<file path="src/rtl/div_pkg.sv">
// Shared definitions for the sequential restoring divider: FSM states and
// default operand widths.
package div_pkg;

  localparam int N_DEFAULT  = 8;
  localparam int DW_DEFAULT = 7;

  typedef enum logic [1:0] {
    IDLE = 2'd0,
    RUN  = 2'd1,
    FIX  = 2'd2
  } state_t;

endpackage

</file>
<file path="src/rtl/div_step.sv">
// One combinational restoring-division iteration: shift in a dividend bit,
// trial-subtract the divisor and keep the difference when it is non-negative.
module div_step #(
  parameter int DW = 7
) (
  input  logic [DW-1:0] i_rem,
  input  logic          i_bit,
  input  logic [DW-1:0] i_div,
  output logic [DW-1:0] o_rem,
  output logic          o_qbit
);

  logic [DW:0]   w_shift;
  logic [DW+1:0] w_diff;
  logic          w_unused;

  assign w_shift = {i_rem, i_bit};
  assign w_diff  = {1'b0, w_shift} - {2'b00, i_div};
  assign o_qbit  = ~w_diff[DW+1];

  // The kept partial remainder is always below the divisor, so it fits in DW bits.
  assign o_rem    = o_qbit ? w_diff[DW-1:0] : w_shift[DW-1:0];
  assign w_unused = w_diff[DW];

endmodule

</file>
<file path="src/rtl/seq_divider.sv">
// Sequential signed/unsigned restoring divider: N iterations (one per cycle)
// followed by a sign-correction cycle, with abort and divide-by-zero handling.
module seq_divider
  import div_pkg::*;
#(
  parameter int N         = N_DEFAULT,
  parameter int DW        = DW_DEFAULT,
  parameter int SIGNED_EN = 1
) (
  input  logic          clk,
  input  logic          reset,
  input  logic          start,
  input  logic          abort,
  input  logic          signed_op,
  input  logic [N-1:0]  dividendin,
  input  logic [DW-1:0] divisorin,
  output logic          busy,
  output logic          dout_valid,
  output logic [N-1:0]  quotient,
  output logic [DW-1:0] remainder,
  output logic          dbz
);

  localparam int CW = $clog2(N);

  state_t        r_state;
  state_t        w_state_next;
  logic [CW-1:0] r_cnt;
  logic [N-1:0]  r_dq;
  logic [DW-1:0] r_prem;
  logic [DW-1:0] r_div;
  logic [DW-1:0] r_dvd_lo;
  logic          r_qneg;
  logic          r_rneg;
  logic          r_zero;
  logic [N-1:0]  r_quotient;
  logic [DW-1:0] r_remainder;
  logic          r_dbz;
  logic          r_dout_valid;

  logic          w_load;
  logic          w_step;
  logic          w_fix;
  logic          w_sgn;
  logic          w_a_neg;
  logic          w_b_neg;
  logic [N-1:0]  w_a_mag;
  logic [DW-1:0] w_b_mag;
  logic [DW-1:0] w_prem_next;
  logic          w_qbit;

  generate
    if (SIGNED_EN != 0) begin : g_signed
      assign w_sgn = signed_op;
    end else begin : g_unsigned
      logic w_unused_signed;
      assign w_sgn           = 1'b0;
      assign w_unused_signed = signed_op;
    end
  endgenerate

  assign w_a_neg = w_sgn & dividendin[N-1];
  assign w_b_neg = w_sgn & divisorin[DW-1];
  assign w_a_mag = w_a_neg ? -dividendin : dividendin;
  assign w_b_mag = w_b_neg ? -divisorin : divisorin;

  // r_dq starts as the dividend magnitude; each step shifts out its MSB and
  // shifts the new quotient bit into the LSB, leaving the quotient after N steps.
  div_step #(
    .DW(DW)
  ) u_step (
    .i_rem (r_prem),
    .i_bit (r_dq[N-1]),
    .i_div (r_div),
    .o_rem (w_prem_next),
    .o_qbit(w_qbit)
  );

  always_ff @(posedge clk or negedge reset) begin
    if (!reset) r_state <= IDLE;
    else        r_state <= w_state_next;
  end

  always_comb begin
    w_state_next = r_state;
    w_load       = 1'b0;
    w_step       = 1'b0;
    w_fix        = 1'b0;
    case (r_state)
      IDLE: begin
        if (start) begin
          w_load       = 1'b1;
          w_state_next = RUN;
        end
      end
      RUN: begin
        if (abort) begin
          w_state_next = IDLE;
        end else begin
          w_step = 1'b1;
          if (r_cnt == '0) w_state_next = FIX;
        end
      end
      FIX: begin
        w_state_next = IDLE;
        if (!abort) w_fix = 1'b1;
      end
      default: w_state_next = IDLE;
    endcase
  end

  always_ff @(posedge clk or negedge reset) begin
    if (!reset) begin
      r_cnt        <= '0;
      r_dq         <= '0;
      r_prem       <= '0;
      r_div        <= '0;
      r_dvd_lo     <= '0;
      r_qneg       <= 1'b0;
      r_rneg       <= 1'b0;
      r_zero       <= 1'b0;
      r_quotient   <= '0;
      r_remainder  <= '0;
      r_dbz        <= 1'b0;
      r_dout_valid <= 1'b0;
    end else begin
      r_dout_valid <= 1'b0;
      if (w_load) begin
        r_cnt    <= CW'(N - 1);
        r_dq     <= w_a_mag;
        r_prem   <= '0;
        r_div    <= w_b_mag;
        r_dvd_lo <= dividendin[DW-1:0];
        r_qneg   <= w_a_neg ^ w_b_neg;
        r_rneg   <= w_a_neg;
        r_zero   <= (divisorin == '0);
      end
      if (w_step) begin
        r_cnt  <= r_cnt - CW'(1);
        r_dq   <= {r_dq[N-2:0], w_qbit};
        r_prem <= w_prem_next;
      end
      if (w_fix) begin
        r_dout_valid <= 1'b1;
        if (r_zero) begin
          r_quotient  <= '1;
          r_remainder <= r_dvd_lo;
          r_dbz       <= 1'b1;
        end else begin
          r_quotient  <= r_qneg ? -r_dq : r_dq;
          r_remainder <= r_rneg ? -r_prem : r_prem;
          r_dbz       <= 1'b0;
        end
      end
    end
  end

  assign busy       = (r_state != IDLE);
  assign dout_valid = r_dout_valid;
  assign quotient   = r_quotient;
  assign remainder  = r_remainder;
  assign dbz        = r_dbz;

endmodule

</file>
<file path="config.mk">
export PLATFORM = sky130hd
export DESIGN_NAME = seq_divider
export DESIGN_NICKNAME = d
export VERILOG_FILES = /design/src/rtl/div_pkg.sv /design/src/rtl/div_step.sv /design/src/rtl/seq_divider.sv
export SDC_FILE = /design/constraint.sdc
export NUM_CORES = 1
export LEC_CHECK = 0
export CAP_MARGIN = 20
export CORE_MARGIN = 2
export CORE_UTILIZATION = 45
export CTS_CLUSTER_DIAMETER = 150
export DETAILED_ROUTE_END_ITERATION = 10
export PLACE_DENSITY_LB_ADDON = 0.05
export SKIP_LAST_GASP = 1
export SLEW_MARGIN = 25
export SYNTH_ARGS = -nofsm -noshare
export SYNTH_HDL_FRONTEND = slang
export SYNTH_SLANG_ARGS = --single-unit
</file>
<file path="constraint.sdc">
create_clock -name clk -period 2.15 [get_ports clk]
set_input_delay 0.3225 -clock clk [delete_from_list [all_inputs] [get_ports clk]]
set_output_delay 0.3225 -clock clk [all_outputs]
set_load 0.05 [all_outputs]
</file>
Word level (Yosys, flattened, before mapping)
Index checks and enable logic that the tools add are counted.

word-level totals
  input bits = 20
  register bits after elaboration = 54
  output and inout port bits = 18
  word-level logic and storage cells = 57

operators by class
  mux-type cells = 24
  $add $sub $neg = 6
  eq/ne operators = 4
  bitwise logic cells = 4
  reductions and logical operators = 6

operators by type and width
  cell                 number
  $mux 7               6
  $mux 8               5
  $neg 8->8            2
  $neg 7->7            2
  $sub 8x7->9          1
  $logic_not 7->1      1
  $mux 1               7
  $mux 2               3
  $mux 3               2
  $pmux 2 s2           1
  $reduce_bool 2->1    2
  $logic_not 3->1      1
  $ne 3x3->1 const B   1
  $sub 3x1->3 const B  1
  $and 1x1->1          2
  $eq 2x1->1 const B   1
  $eq 2x2->1 const B   1
  $logic_not 2->1      1
  $ne 2x2->1 const B   1
  $reduce_and 2->1     1
  $not 1->1            1
  $xor 1x1->1          1

Logic depth before layout (Yosys ltp)
  word-level depth = 4
  mapped depth = 8
  mapped depth without buffers = 8

Cells and area by module
From an unflattened synthesis, not the netlist that was laid out.

unflattened totals
  cells, all modules = 333
  area total of the unflattened synthesis = 3,121.7 µm²

by module, submodules not included
  module       area each (µm²)  instances  cells each  sequential area each (µm²)
  seq_divider  2,712.6          1          280         1,351.3
  div_step     409.1            1          53          0.0

Worst setup path after synthesis
No wires, ideal clock.

  path kind = reg2reg
  start point = register r_dq[7]
  end point = register r_prem[0]
  required time = 2.029 ns
  path buffers = 0
  data arrival time = 1.907 ns
  setup time = 0.121 ns
  period minus slack after synthesis = 2.028 ns
  cell stages (with the launch flop) = 9
  slack = 0.122 ns
  cells stage by stage = dfrtp_1 inv_1 ha_1 fa_1 and2b_1 o211ai_2 a31oi_4 mux2i_1 a22o_1

between the ends
  word-level cells in the longest chain between the ends = 3

RTL lines
  element                   RTL line            RTL
  start: declaration        seq_divider.sv:29   logic [N-1:0] r_dq;
  start signal: assignment  seq_divider.sv:130  r_dq <= w_a_mag;
  start signal: assignment  seq_divider.sv:140  r_dq <= {r_dq[N-2:0], w_qbit};
  $sub 8x7->9               div_step.sv:18      assign w_diff = {1'b0, w_shift} - {2'b00, i_div};
  $mux 7 *                  div_step.sv:22      assign o_rem = o_qbit ? w_diff[DW-1:0] : w_shift[DW-1:0];
  $mux 7 *                  seq_divider.sv:138  if (w_step) begin
  end signal: assignment    seq_divider.sv:141  r_prem <= w_prem_next;
  end: declaration          seq_divider.sv:30   logic [DW-1:0] r_prem;

Mark *: on every way between the ends. The rest lies on a longest branch, timed or not.
A chain may end at the register's enable or synchronous reset.

Worst setup path in the final report
Same ends and word-level chain as after synthesis.

==> results.json <==
{
  "run_status": "completed",
  "yosysMostFrequentCell": "nand2_1",
  "rows": 29,
  "cts_tree": "yes",
  "synth.largest_area_cell": "dfrtp_1",
  "drv_slew": 0,
  "initial_core_util": 0.4728,
  "hpwl_mm": 5.002,
  "cp.arrival_ns": 2.33,
  "dp_slack_ns": 0.01481,
  "drt-initial-drc-count": 117,
  "synth_common_cells": "56 x nand2_1, 54 x dfrtp_1, 34 x o21ai_0, 25 x inv_1, 21 x nor2_1",
  "drive_above_1_share": 0.09284,
  "grt_pass1_vias": 2259,
  "synth_cell_type_count": 47,
  "die_h_microns": 86.15,
  "htreeDepth": 2,
  "required_ns": 2.42,
  "synth_edf_count": 0,
  "syn-cell-area_sq_um": 3037,
  "fp.dieW_microns": 86.15,
  "path_clk_slew_ns": 0.11,
  "async_flop_share": 1.000,
  "relSlewSlack": 0.6013,
  "grt_max_degree": 33,
  "dr.pass1.iters": 4,
  "ys_ff_latch": 54,
  "fin_crit_ns": 2.062,
  "netlist_instances": 329,
  "nNetsFinal": 410,
  "hp-class": "reg -> reg",
  "wire_per_inst_microns": 14.62,
  "cts_buffers": 5,
  "crit_type": "reg -> reg",
  "leakagePower_uw": 0.001692,
  "area_growth_pct": 21.63,
  "grt_use_total": 0.1917,
  "core_area_sq_um": 6422,
  "io_pins": 38,
  "hold_ws_ns": 0.4740,
  "overflow": 0,
  "hold_violations": 0,
  "viasPerCell": 5.275,
  "antenna_cells": 0,
  "slowest_delay_ns": 0.37,
  "drc": 0,
  "grt_pass1_wl_mm": 11.10,
  "cp_slowest_cell": "dfrtp_1",
  "cp_num_buf_inv": 2,
  "drtAntennaViolNets": 0,
  "seq_area_frac_synth": 0.4450,
  "clk_latency_ns": 0.32,
  "wl_mm": 6.636,
  "worst_slack_ns": 0.08765,
  "worst_pin_slew_ns": 0.5980,
  "syn_nets": 363,
  "antenna_found_initial": 0,
  "cts_num_sinks": 54,
  "final_util": 0.5751,
  "yosys.area.top_type_share": 0.4450,
  "crit_family": "adder cells",
  "max_cap_viol_count": 0,
  "peakVddDrop_v": 0.0004068,
  "synthTopCellsByArea": "dfrtp_1 44%, nand2_1 6.9%, o21ai_0 5.6%",
  "critPathCaptureType": "flop",
  "num_vias": 2395,
  "gp_congestion": 0.8523,
  "root_buffer": "clkbuf_8",
  "synth_flop_cell": "dfrtp_1",
  "cp-start-kind": "flop",
  "avgSynthCellArea_sq_um": 9.230,
  "clock_skew_ns": 0.01130,
  "numPortBuffers": 37,
  "die_area_sq_um": 7421,
  "power_density_nw_per_um2": 1003,
  "fin_crit_sh": 0.9592,
  "max_freq_ghz": 0.4849,
  "n_fill_cell": 610,
  "final-setup-viol-count": 0,
  "cts_buffer_depth": 2,
  "critical_path.max_fanout": 8,
  "path_cells": "inv_2 -> ha_2 -> fa_2 -> and2b_1 -> o211ai_2 -> a31oi_4 -> buf_12 -> mux2i_2 -> a22o_1",
  "yosys_warnings": 0
}
-- metrics by stage --
| stage | instances | total power (uW) | TNS [ns] | cell area (sq um) |
|---|---|---|---|---|
| final | 454 | 3703 | 0 | 3694 |
| after detailed placement | 443 | 2996 | 0 | 3550 |
| after CTS | 454 | 3684 | 0 | 3685 |
| after floorplan | 329 | 2546 | 0 | 3037 |
| after global placement | 443 | 2965 | 0 | 3550 |
| after global routing | 454 | 3988 | -0.04026 | 3694 |
-- routing by layer --
metal / vias to the layer above / share of wire / track usage
met3: 7 / 0.032 / 0.03754
li1: 1232 / - / -
met5: - / 0 / 0
met4: 0 / 0.011 / 0.04329
met2: 38 / 0.44 / 0.2833
met1: 1118 / 0.52 / 0.2907
-- flip-flops by register name, summed over array words and instances (netlist names), 2 cells and up --
name / count
quotient: 8
r_state: 2
r_div: 7
r_cnt: 3
r_dq: 8
remainder: 7
r_dvd_lo: 7
r_prem: 7
-- final cells by class --
type,instances,area [sq um],share of cell area
multi-input combinational,239,1556,0.4214
sequential,54,1351,0.3659
timing repair buffer,51,498.0,0.1348
tap,77,96.34,0.02608
inverter,25,93.84,0.02541
clock buffer,5,68.82,0.01863
clock inverter,3,28.78,0.007791
-- placed cells by master (no fill, tap or decap), drive strengths merged, types with 2 or more instances in the layout --
master	instances
nand2	56
dfrtp	54
clkdlybuf4s50	36
o21ai	35
inv	26
nor2	22
xnor2	18
buf	14
ha	13
a21oi	10
mux2i	10
a22oi	9
o31ai	6
xor2	6
nand3	6
nand2b	5
clkbuf	5
nor3	4
a31oi	4
o22a	3
a22o	3
or3	3
o211ai	3
or2	3
nor2b	2
o311ai	2
clkinv	2
or3b	2
nor3b	2
and2	2
o41ai	2
-- cell families after synthesis --
group | synth area share
simple gates | 0.1636
mux | 0.03296
buf+inv | 0.04532
fa+ha+maj | 0.06016
compound gates | 0.1838
flops | 0.4450
xor+xnor | 0.06922
-- path summary, 6_finish.rpt --
kind / start / endpoint / slack [ns] / cells past startpoint
max in group asynchronous: reset / r_div[5] / 1.08 / 3
hold / removal: quotient[5] / quotient[5] / 0.47 / 2
setup / recovery: r_dq[7] / r_prem[0] / 0.09 / 9
hold reg to reg: quotient[5] / quotient[5] / 0.47 / 2
setup reg to reg: r_dq[7] / r_prem[0] / 0.09 / 9
min in group asynchronous: reset / r_state[1] / 0.51 / 2
-- repair_timing --
action                                 CTS  global route
hold buffers                             1             0
endpoints found under the hold margin   22             0
setup endpoints to repair                1             8
pin swaps                                1             4
setup buffers                            2             0
resized for setup                        0             4
-- worst min-delay path, stage by stage (launching register included) --
cell and delay, ns:
dfrtp_1 0.36, nand2_1 0.05, nand2_1 0.05
-- where the power goes --
group	internal [uW]	switching [uW]
registers	1230	219
logic	769	866
clock network	242	377
total	2240	1460
Power figures use the tool's default switching activity.
